### config.mk
export PLATFORM = sky130hd
export DESIGN_NAME = oa_pipe_array
export DESIGN_NICKNAME = d
export VERILOG_FILES = /design/src/rtl/oa_pipe_array_pkg.sv /design/src/rtl/oa_or_group.sv /design/src/rtl/oa_pipe_array.sv
export SDC_FILE = /design/constraint.sdc
export NUM_CORES = 1
export LEC_CHECK = 0
export ABC_AREA = 1
export CAP_MARGIN = 20
export CORE_MARGIN = 4
export CORE_UTILIZATION = 43
export CTS_CLUSTER_SIZE = 10
export DETAILED_ROUTE_END_ITERATION = 6
export PLACE_DENSITY = 0.87
export SYNTH_ARGS = -nofsm -noshare
export SYNTH_HDL_FRONTEND = slang
export SYNTH_SLANG_ARGS = --single-unit
### constraint.sdc
create_clock -name clk -period 1.25 [get_ports clk]
set_input_delay 0.1875 -clock clk [delete_from_list [all_inputs] [get_ports clk]]
set_output_delay 0.1875 -clock clk [all_outputs]
set_load 0.01 [all_outputs]
### src/rtl/oa_pipe_array_pkg.sv
// Shared definitions for the OA/OAI pipeline array: MODE encodings,
// legal parameter ranges, and the operand bit-index helper.
// Latency: n/a (definitions only). Backpressure: n/a.
package oa_pipe_array_pkg;

  typedef enum logic {
    MODE_OA  = 1'b0,  // AND of ORs
    MODE_OAI = 1'b1   // inverted AND of ORs
  } mode_e;

  localparam int CH_MIN     = 1;
  localparam int CH_MAX     = 32;
  localparam int GROUPS_MIN = 1;
  localparam int GROUPS_MAX = 8;
  localparam int GW_MIN     = 1;
  localparam int GW_MAX     = 8;

  // Flat operand index of input i of group g in channel ch.
  function automatic int in_idx(input int ch, input int g, input int i,
                                input int groups, input int gw);
    return ch * groups * gw + g * gw + i;
  endfunction

endpackage

### src/rtl/oa_or_group.sv
// GW-input OR reduction for one group of one channel.
// Latency: combinational, 0 cycles. Backpressure: none (pure logic).
// Ports: bits = group operands, y = OR of all operands.
module oa_or_group #(
  parameter int GW = 2
) (
  input  logic [GW-1:0] bits,
  output logic          y
);

  assign y = |bits;

endmodule

### src/rtl/oa_pipe_array.sv
// Two-stage OA/OAI array: stage 1 registers group ORs + mode, stage 2 the result.
// Latency: accept edge -> stage 1, next edge -> Q_VALID; one beat per cycle sustained.
// Backpressure: q_ready low holds Q; stage 1 still fills, then in_ready drops.
// Ports: in/mode/in_valid/in_ready = operand beat, q/q_valid/q_ready = result,
//        q_chg = per-channel difference from the last delivered result.
module oa_pipe_array
  import oa_pipe_array_pkg::*;
#(
  parameter int CH     = 4,
  parameter int GROUPS = 3,
  parameter int GW     = 2
) (
  input  logic                   clk,
  input  logic                   rstb,
  input  logic [CH*GROUPS*GW-1:0] in,
  input  logic                   mode,
  input  logic                   in_valid,
  output logic                   in_ready,
  output logic [CH-1:0]          q,
  output logic                   q_valid,
  input  logic                   q_ready,
  output logic [CH-1:0]          q_chg
);

  if (CH < CH_MIN || CH > CH_MAX || GROUPS < GROUPS_MIN || GROUPS > GROUPS_MAX ||
      GW < GW_MIN || GW > GW_MAX) begin : g_param_err
    $error("oa_pipe_array: CH/GROUPS/GW outside supported range");
  end

  logic [CH*GROUPS-1:0] or_w;
  logic [CH*GROUPS-1:0] s1_or;
  mode_e                s1_mode;
  logic                 s1_vld;
  logic [CH-1:0]        res;
  logic [CH-1:0]        last_q;
  logic                 s2_load;
  logic                 accept;

  for (genvar c = 0; c < CH; c++) begin : g_ch
    for (genvar g = 0; g < GROUPS; g++) begin : g_grp
      oa_or_group #(.GW(GW)) u_or (
        .bits (in[in_idx(c, g, 0, GROUPS, GW) +: GW]),
        .y    (or_w[c*GROUPS + g])
      );
    end
  end

  // Stage 2 may take stage 1 when it is empty or is being emptied this edge.
  assign s2_load  = s1_vld && (!q_valid || q_ready);
  // Stage 1 is free if empty or moving forward; never depends on in_valid.
  assign in_ready = !s1_vld || s2_load;
  assign accept   = in_valid && in_ready;

  always_comb begin
    res = '0;
    for (int c = 0; c < CH; c++) begin
      res[c] = (&s1_or[c*GROUPS +: GROUPS]) ^ (s1_mode == MODE_OAI);
    end
  end

  always_ff @(posedge clk or negedge rstb) begin
    if (!rstb) begin
      s1_vld  <= 1'b0;
      s1_or   <= '0;
      s1_mode <= MODE_OA;
    end else if (accept) begin
      s1_vld  <= 1'b1;
      s1_or   <= or_w;
      s1_mode <= mode_e'(mode);
    end else if (s2_load) begin
      s1_vld  <= 1'b0;
    end
  end

  always_ff @(posedge clk or negedge rstb) begin
    if (!rstb) begin
      q_valid <= 1'b0;
      q       <= '0;
    end else if (s2_load) begin
      q_valid <= 1'b1;
      q       <= res;
    end else if (q_ready) begin
      q_valid <= 1'b0;
    end
  end

  always_ff @(posedge clk or negedge rstb) begin
    if (!rstb) begin
      last_q <= '0;
    end else if (q_valid && q_ready) begin
      last_q <= q;
    end
  end

  assign q_chg = q_valid ? (q ^ last_q) : '0;

endmodule
==> summary.txt <==
Floorplan
  • Area of the core: 2300 µm²
  • Die W: 58.1 µm
  • Die height: 58.1 µm
  • Rows: 17
  • I/O pins: 39
  • Initial core utilization: 0.471
  • Die area: 3380 µm²

Routing
  • DRT iter0 DRCs: 28
  • Via count: 1090
  • Metal3 WL: 209 µm
  • WL final: 3110 µm
  • Post-route ant nets: 0
  • Met1 WL: 1150 µm
  • DR top layer: met4
  • Vias/cell: 5.12
  • Drt wl/cell: 14.6 µm
  • DRC: 0
  • DR pass1 iterations: 4
  • Met2 wire length: 1680 µm

STA
  • Final WS setup: -0.139 ns
  • RSZ-0062 raised after global routing: yes
  • Fin. Hold Viols: 0
  • Worst Tran Pin Value: 0.723 ns
  • Finish-stage setup viols: 23
  • Min cycle time layout: 1.39 ns
  • Setup Total Neg Slack: -1.01 ns
  • Slew margin rel.: 0.516
  • Clk_skew: 0.00373 ns
  • Final Cycle Share: 1.11
  • Max Clock Freq: 720 MHz
  • Final slew viol count: 0

Yosys
  • Post-synth EDFFs: 0
  • Register bit total from synthesis: 23
  • Cells after Synth: 120
  • FFs w/ async S/R, synth: 1.00
  • Yosys warning count: 0
  • Top cell type by total area after synthesis: dfrtp_1
  • Synthesized Nets: 149
  • Dominant register cell in the synthesized netlist: dfrtp_1
  • Synth cell types: 16
  • Sequential area share after synthesis: 0.532
  • Syn Area/Cell: 9.01 µm²
  • Post-synthesis cell area: 1080 µm²
  • Count leader, synth: nand2_1
  • Post-synth top area share: 0.532
  • Post-synth top cells: 37 x nand2_1, 23 x dfrtp_1, 13 x nand3_1, 12 x nor2_1, 12 x o21ai_2
  • Largest cells by area after synthesis: dfrtp_1 53%, nand2_1 13%, o21ai_2 9.7%, nand3_1 6.0%, nor2_1 4.2%

GRT
  • Number of global-route vias before repair: 1089
  • Tot GR Track Use: 0.184
  • Largest net degree at the start of global routing: 24
  • Global route overflow: 0
  • Initial antenna violation count: 0
  • First-pass GRT wire length: 4800 µm

Setup path
  • Slowest cell on the critical path: dfrtp_2
  • Slowest stage delay, CP: 0.46 ns
  • Cells on worst reg2reg path: 7
  • Critical path fanouts, max: 4
  • FF-to-FF End: s1_or[0]
  • RR Startpoint: q_valid
  • Critical Path Most Common Cell: buf_6
  • CP Launch Type: register
  • CP required: 1.06 ns
  • WP data arrival: 1.20 ns
  • CP Capture Type: output pin
  • Setup Crit Path Kind: register to output pin
  • CP cell instances: buf_6 -> buf_6 -> nand3_4 -> buf_6
  • R2R setup slack: -0.04 ns

Final layout
  • Area grow syn2layout: 71.6%
  • Finished Layout Cells: 213
  • Layout cell share with drive strength beyond 1: 0.427
  • Number of fill cells: 139
  • ANT cells: 0
  • Final core utilization: 0.808
  • Total Nets Final: 215

Placed design
  • DP Cell Count: 195
  • IO buf count: 38
  • Gp weighted congestion: 0.841
  • DP HPWL: 1780 µm
  • Dpl ws: -0.267 ns

Power and ir drop
  • Total power: 2.53 mW
  • PD cells: 1360 nW/µm²
  • Maximum VDD drop: 972 µV
  • Leakage: 0.877 nW

Clock tree
  • CTS buffer count: 3
  • Clock Pin Slew Worst Setup and Hold Paths: 0.13 ns
  • Hold_buf cts: 0
  • CTS tree: yes
  • Clk sinks: 23
  • CTS H-tree depth: 1
  • Root Buffer: clkbuf_4
  • Clk_lat worst skew: 0.32 ns
  • CTS Buffer Depth: 2

Run status
  • Status: complete, but fails checks
  • Failing checks: setup timing

Min path
  • Worst Hold Class: primary input to async pin

Job
  • Max_cap viols: 0
[what timing repair did]
| action | CTS | global route |
|---|---|---|
| endpoints found under the setup margin | 27 | 24 |
| buffers inserted | 9 | 2 |
| pin swaps | 2 | 6 |
| resized for setup | 69 | 22 |
| gates cloned | 3 | 0 |
[per-stage QoR]
step           hold WS, ns  area [µm²]
2_1_floorplan       -0.108        1080
3_3_place_gp         0.472        1560
3_5_place_dp         0.484        1560
4_1_cts              0.214        1760
5_1_grt              0.212        1860
6_report             0.202        1860
[layout by cell type (no fill, tap or decap), drive strengths merged]
master and instances:
a21oi 5, buf 32, clkbuf 4, clkdlybuf4s50 28
clkinv 1, dfrtp 23, inv 4, nand2 42
nand3 14, nand4 4, nor2 12, o21ai 16
[worst max-delay path, delay by kind of cell, from the launching register on]
kind	cells	cell delay (ns)
buffers and inverters	3	0.35
DFF	1	0.46
and+or+nand+nor	1	0.07
[metal layers]
| layer | track usage | up-vias |
|---|---|---|
| met5 | 0 | - |
| met4 | 0.0563 | 0 |
| met3 | 0.0423 | 6 |
| met2 | 0.360 | 47 |
| met1 | 0.191 | 504 |
| li1 | - | 533 |
[cell type report]
| class | instances | area [µm²] | share of cell area |
|---|---|---|---|
| Clock buffer | 3 | 22.5 | 0.0121 |
| Sequential cell | 23 | 577 | 0.311 |
| Inverter | 4 | 15.0 | 0.00809 |
| Tap cell | 28 | 35.0 | 0.0189 |
| Clock inverter | 1 | 5.00 | 0.00270 |
| Multi-Input combinational cell | 93 | 641 | 0.345 |
| Timing Repair Buffer | 61 | 561 | 0.302 |
[kinds of logic (layout without fill, tap and decap cells)]
family / count (synthesis) / after routing / share of synthesized area
AND/OR/NAND/NOR: 69 / 72 / 0.286
flip-flops: 23 / 23 / 0.532
AO/OA/AOI/OAI: 21 / 21 / 0.142
buffers and inverters: 7 / 69 / 0.0393
[report_power, final]
group / switching (mW) / internal [mW]
logic: 0.483 / 0.595
clock network: 0.232 / 0.120
registers: 0.192 / 0.903
[sequential cells by signal (all words and copies together), names as in the netlist]
name	flops
q	4
s1_or	12
q_valid	1
last_q	4
s1_mode	1
s1_vld	1
[worst max path at each step]
stage,slack (ns),start,depth (start not counted),endpoint
global route,-0.18,q_valid,4,in_ready
finish,-0.14,q_valid,4,in_ready
detailed placement,-0.27,q_ready,4,in_ready
global placement,-0.28,q_ready,4,in_ready
CTS,-0.14,q_valid,4,q_chg[3]
floorplan,0.1,q_valid,3,q_chg[0]
Note: power is estimated with default switching activity, not from simulation.
==> RTL change 1 (same flow settings) <==
Set the parameter `CH` to 8 (it was 4).
--- a/src/rtl/oa_pipe_array.sv
+++ b/src/rtl/oa_pipe_array.sv
@@ -6,7 +6,7 @@
 module oa_pipe_array
   import oa_pipe_array_pkg::*;
 #(
-  parameter int CH     = 4,
+  parameter int CH     = 8,
   parameter int GROUPS = 3,
   parameter int GW     = 2
 ) (
Ports: changed (resized in, q and q_chg); port bits go from 39 to 71. The function was not compared with the original's and may differ.
==> RTL change 1 against the original RTL <==
The run still ends with setup timing left; setup slack gained 0.10 ns; global-route usage decreased by 2.9 points; area after synthesis grew 96%; cell area increased by 70%; total power is 72% higher; sequential cell count rose by 20; wire length up 50%.
==> RTL change 1: results (changes against the original RTL) <==
.. list-table::
   :header-rows: 1

   * - Metric
     - Value
   * - Share of final-layout standard cells stronger than drive strength 1
     - 26.6% (was 42.7%)
   * - Worst-Skew Late Latency
     - 0.29 ns (was 0.32 ns)
   * - Final net count
     - 379 (was 215)
   * - Multi-input gate area
     - 915 um^2 (was 641 um^2)
   * - Routed vias
     - 1885 (was 1090)
   * - M2 GR Usage
     - 27.9% (was 36.0%)
   * - GR Util All Layers
     - 15.5% (was 18.4%)
   * - Worst-path maximum fanout
     - 9 (was 4)
   * - Detail Route met2 WL
     - 2340 um (was 1680 um)
   * - Power of the combinational group
     - 1.56 mW (was 1.08 mW)
   * - Leak
     - 1.48 nW (was 0.877 nW)
   * - Largest registers in the final layout
     - s1_or: 24 flops, last_q: 8 flops, q: 8 flops (was s1_or: 12 flops, last_q: 4 flops, q: 4 flops)
   * - PortBufs
     - 70 (was 38)
   * - Headroom to the max-slew limit
     - 72.1% (was 51.6%)
   * - Routed wirelength normalized by instance count
     - 11.8 um (was 14.6 um)
   * - Largest stage delay, worst path
     - 0.36 ns (was 0.46 ns)
   * - CTS Hold Bufs
     - 1 (was 0)
   * - Post-detailed-route via-to-cell ratio
     - 4.78 (was 5.12)
   * - Iteration-0 DRC Markers
     - 71 (was 28)
   * - Violated checks
     - setup timing (unchanged)
   * - Run status
     - finished with violations (unchanged)
   * - M1 wire length
     - 1970 um (was 1150 um)
   * - CTS buffer count
     - 5 (was 3)
   * - DP Area
     - 0.00304 mm^2 (was 0.00156 mm^2)
   * - Worst setup slack for register-to-register paths
     - -0.02 ns (was -0.04 ns)
   * - Clock network fraction of design power
     - 18.9% (was 14.0%)
   * - Final-layout clock-cell area share
     - 2.58% (was 1.48%)
   * - Leading post-synthesis cells by instance count
     - sky130_fd_sc_hd__nand2_1, sky130_fd_sc_hd__dfrtp_1, sky130_fd_sc_hd__nand3_1 (unchanged)
   * - Buffers excl. clock
     - 101 (was 61)
   * - Seq area share
     - 34.2% (was 31.1%)
   * - Global placement routability congestion
     - 0.759 (was 0.841)
   * - Number of sequential storage elements
     - 43 (was 23)
   * - Met3 capacity usage during global routing
     - 3.10% (was 4.23%)
   * - Clock tree root buffer cell
     - sky130_fd_sc_hd__clkbuf_8 (was sky130_fd_sc_hd__clkbuf_4)
   * - Number of setup buffers added after CTS
     - 2 (was 9)
   * - Setup-failing EPs final
     - 9 (was 23)
   * - Fraction of cell area in non-clock buffers
     - 30.8% (was 30.2%)
   * - Max H-tree Level
     - 2 (was 1)
   * - Number of standard cells after synthesis
     - 226 (was 120)
   * - Fin worst setup slack
     - -0.0369 ns (was -0.139 ns)
[RTL change 1: cell types whose count changed after synthesis, moves of 3 or more]
cell	before	now
sky130_fd_sc_hd__o21ai_2	12	24
sky130_fd_sc_hd__buf_12	0	3
sky130_fd_sc_hd__nor2_1	12	24
sky130_fd_sc_hd__nand2_1	37	61
sky130_fd_sc_hd__a21oi_1	4	8
sky130_fd_sc_hd__o21ai_0	4	8
sky130_fd_sc_hd__nand4_1	4	8
sky130_fd_sc_hd__dfrtp_1	23	43
sky130_fd_sc_hd__nand3_1	13	25
sky130_fd_sc_hd__nand2_2	1	9
[RTL change 1: worst min path at each step]
stage / cells past startpoint / slack (ns) / end
global placement: 1 / 0.11 / last_q[4]
floorplan: 0 / -0.11 / last_q[0]
finish: 2 / 0.34 / last_q[5]
CTS: 2 / 0.34 / s1_or[10]
global route: 2 / 0.37 / last_q[5]
detailed placement: 1 / 0.12 / last_q[5]
==> RTL change 2 (same flow settings) <==
Without the edit above. Register the input `mode` before use, with the module's reset. The logic sees it one clock later. The other inputs are not delayed to match.
--- a/src/rtl/oa_pipe_array.sv
+++ b/src/rtl/oa_pipe_array.sv
@@ -21,6 +21,16 @@
   input  logic                   q_ready,
   output logic [CH-1:0]          q_chg
 );
+
+  logic mode_q;
+
+  always_ff @(posedge clk or negedge rstb) begin
+    if (!rstb) begin
+      mode_q <= '0;
+    end else begin
+      mode_q <= mode;
+    end
+  end
 
   if (CH < CH_MIN || CH > CH_MAX || GROUPS < GROUPS_MIN || GROUPS > GROUPS_MAX ||
       GW < GW_MIN || GW > GW_MAX) begin : g_param_err
@@ -66,7 +76,7 @@
     end else if (accept) begin
       s1_vld  <= 1'b1;
       s1_or   <= or_w;
-      s1_mode <= mode_e'(mode);
+      s1_mode <= mode_e'(mode_q);
     end else if (s2_load) begin
       s1_vld  <= 1'b0;
     end
Check against the original RTL: not equivalent (a bounded check fails within 4 cycles, from zero or initial values and one cycle with rstb low).
==> RTL change 2 against the original RTL <==
The run still ends with setup timing left; combinational power about the same; global-route usage down 2.1 points; area after synthesis up 3.9%; largest cell class is now registers; fmax down 2.5%; cell area down 2.2%; setup slack worse by 0.036 ns; total power down 0.24%; wire length down 2.2%; synthesized cell count up 7.5%; sequential share of layout area up 2.1 points; count of clock-buffer cells in the layout unchanged; largest power group unchanged; highest routed layer unchanged; die area up 3.4%; sequential cell count up 1.
==> RTL change 2: results (changes against the original RTL) <==
.. list-table::
   :header-rows: 1

   * - Metric
     - Value
   * - Run status
     - finished with violations (unchanged)
   * - Violated checks
     - setup timing (unchanged)
   * - Synth unique cells
     - 13 (was 16)
   * - Largest vdd supply drop
     - 0.970 mV (was 0.972 mV)
   * - Layout Skew
     - 0.00935 ns (was 0.00373 ns)
   * - Number of cells in the design after placement
     - 206 (was 195)
   * - Family with the most delay on the worst path
     - buffers and inverters (was flip-flops)
   * - Setup-failing EPs final
     - 10 (was 23)
   * - Routed vias
     - 1137 (was 1090)
   * - Leak
     - 0.865 nW (was 0.877 nW)
   * - Routed wirelength normalized by instance count
     - 13.6 um (was 14.6 um)
   * - Synth area leaders
     - sky130_fd_sc_hd__dfrtp_1, sky130_fd_sc_hd__nand2_1, sky130_fd_sc_hd__o21ai_2 (unchanged)
   * - Post-route setup TNS
     - -1.20 ns (was -1.01 ns)
   * - Share of final-layout standard cells stronger than drive strength 1
     - 35.8% (was 42.7%)
   * - Fillers
     - 182 (was 139)
   * - DP Area
     - 0.00160 mm^2 (was 0.00156 mm^2)
   * - Wire length of the first global-routing pass
     - 4260 um (was 4800 um)
   * - Switching Fraction
     - 34.8% (was 35.9%)
   * - Leading post-synthesis cells by instance count
     - sky130_fd_sc_hd__nand2_1, sky130_fd_sc_hd__dfrtp_1, sky130_fd_sc_hd__nor2_1 (was sky130_fd_sc_hd__nand2_1, sky130_fd_sc_hd__dfrtp_1, sky130_fd_sc_hd__nand3_1)
   * - Mapped Nets
     - 158 (was 149)
   * - Iteration-0 DRC Markers
     - 26 (was 28)
   * - Total iterations of the first detailed-routing run
     - 5 (was 4)
   * - Maximum number of pins on one net before global-route repair
     - 27 (was 24)
   * - Die Outline Area
     - 0.00349 mm^2 (was 0.00338 mm^2)
   * - Headroom to the max-slew limit
     - 72.2% (was 51.6%)
   * - Worst flop-to-flop path endpoint
     - q[2] (was s1_or[0])
   * - Sequential element share of the synthesized area
     - 53.5% (was 53.2%)
   * - Average cell area after synthesis
     - 8.71 um^2 (was 9.01 um^2)
   * - Fin worst setup slack
     - -0.175 ns (was -0.139 ns)
## RTL change 2: changes by cell type after synthesis
cell,change
sky130_fd_sc_hd__nand2_2,-1
sky130_fd_sc_hd__o21ai_0,-4
sky130_fd_sc_hd__dfrtp_1,+1
sky130_fd_sc_hd__nand2_1,+9
sky130_fd_sc_hd__a21oi_1,-4
sky130_fd_sc_hd__nor2_1,+8
## RTL change 2: repair_timing
item | CTS | global route
pin swaps | 1 | 9
setup buffers | 10 | 4
gates cloned | 0 | 1
gates resized for setup | 38 | 26
setup endpoints to repair | 24 | 28
## RTL change 2: worst max-delay path by stage
| stage | startpoint | to | slack [ns] |
|---|---|---|---|
| floorplan | q_valid | q_chg[0] | 0.17 |
| CTS | q_valid | q_chg[3] | -0.16 |
| detailed placement | q_ready | in_ready | -0.29 |
| global route | q_valid | q_chg[1] | -0.22 |
| finish | q_valid | q[2] | -0.18 |
| global placement | q_ready | in_ready | -0.29 |
## RTL change 2: worst reg2reg max path, delay by kind of cell (launching register included)
family	cells	cell delay [ns]
buf+inv	5	0.61
flops	1	0.45
compound gates	1	0.16
simple gates	2	0.15
## RTL change 2: per-stage QoR
stage	utilization (%)	setup slack, ns
finish	73.3	-0.175
global route	73.3	-0.225
global placement	64.7	-0.290
floorplan	-	0.166
CTS	68.5	-0.160
detailed placement	64.7	-0.289
## RTL change 2: cell families after synthesis
logic type	synth area share, %
AND/OR/NAND/NOR	32.6
flip-flops	53.5
AO/OA/AOI/OAI	10.1
buffers and inverters	3.79
## RTL change 2: power groups by stage
stage	registers (mW)	logic [mW]	clock network, mW
finish	1.10	1.08	0.340
global route	1.11	1.20	0.374
CTS	1.08	0.938	0.346
detailed placement	1.11	0.856	0
global placement	1.09	0.823	0
floorplan	1.10	0.371	0
## RTL change 2: layer usage
layer  GRT usage (%)  routed length [um]
met2            30.8                1640
met3            4.36                 187
met5               0                   0
met1            17.3                1120
met4            5.18                  93
## RTL change 2: cell type report
class | instances | area (um^2) | area share [%]
timing repair buffer | 63 | 569 | 31.4
sequential | 24 | 602 | 33.1
inverter | 4 | 15.0 | 0.827
tap | 30 | 37.5 | 2.07
clock buffer | 3 | 22.5 | 1.24
multi-input combinational | 99 | 569 | 31.4
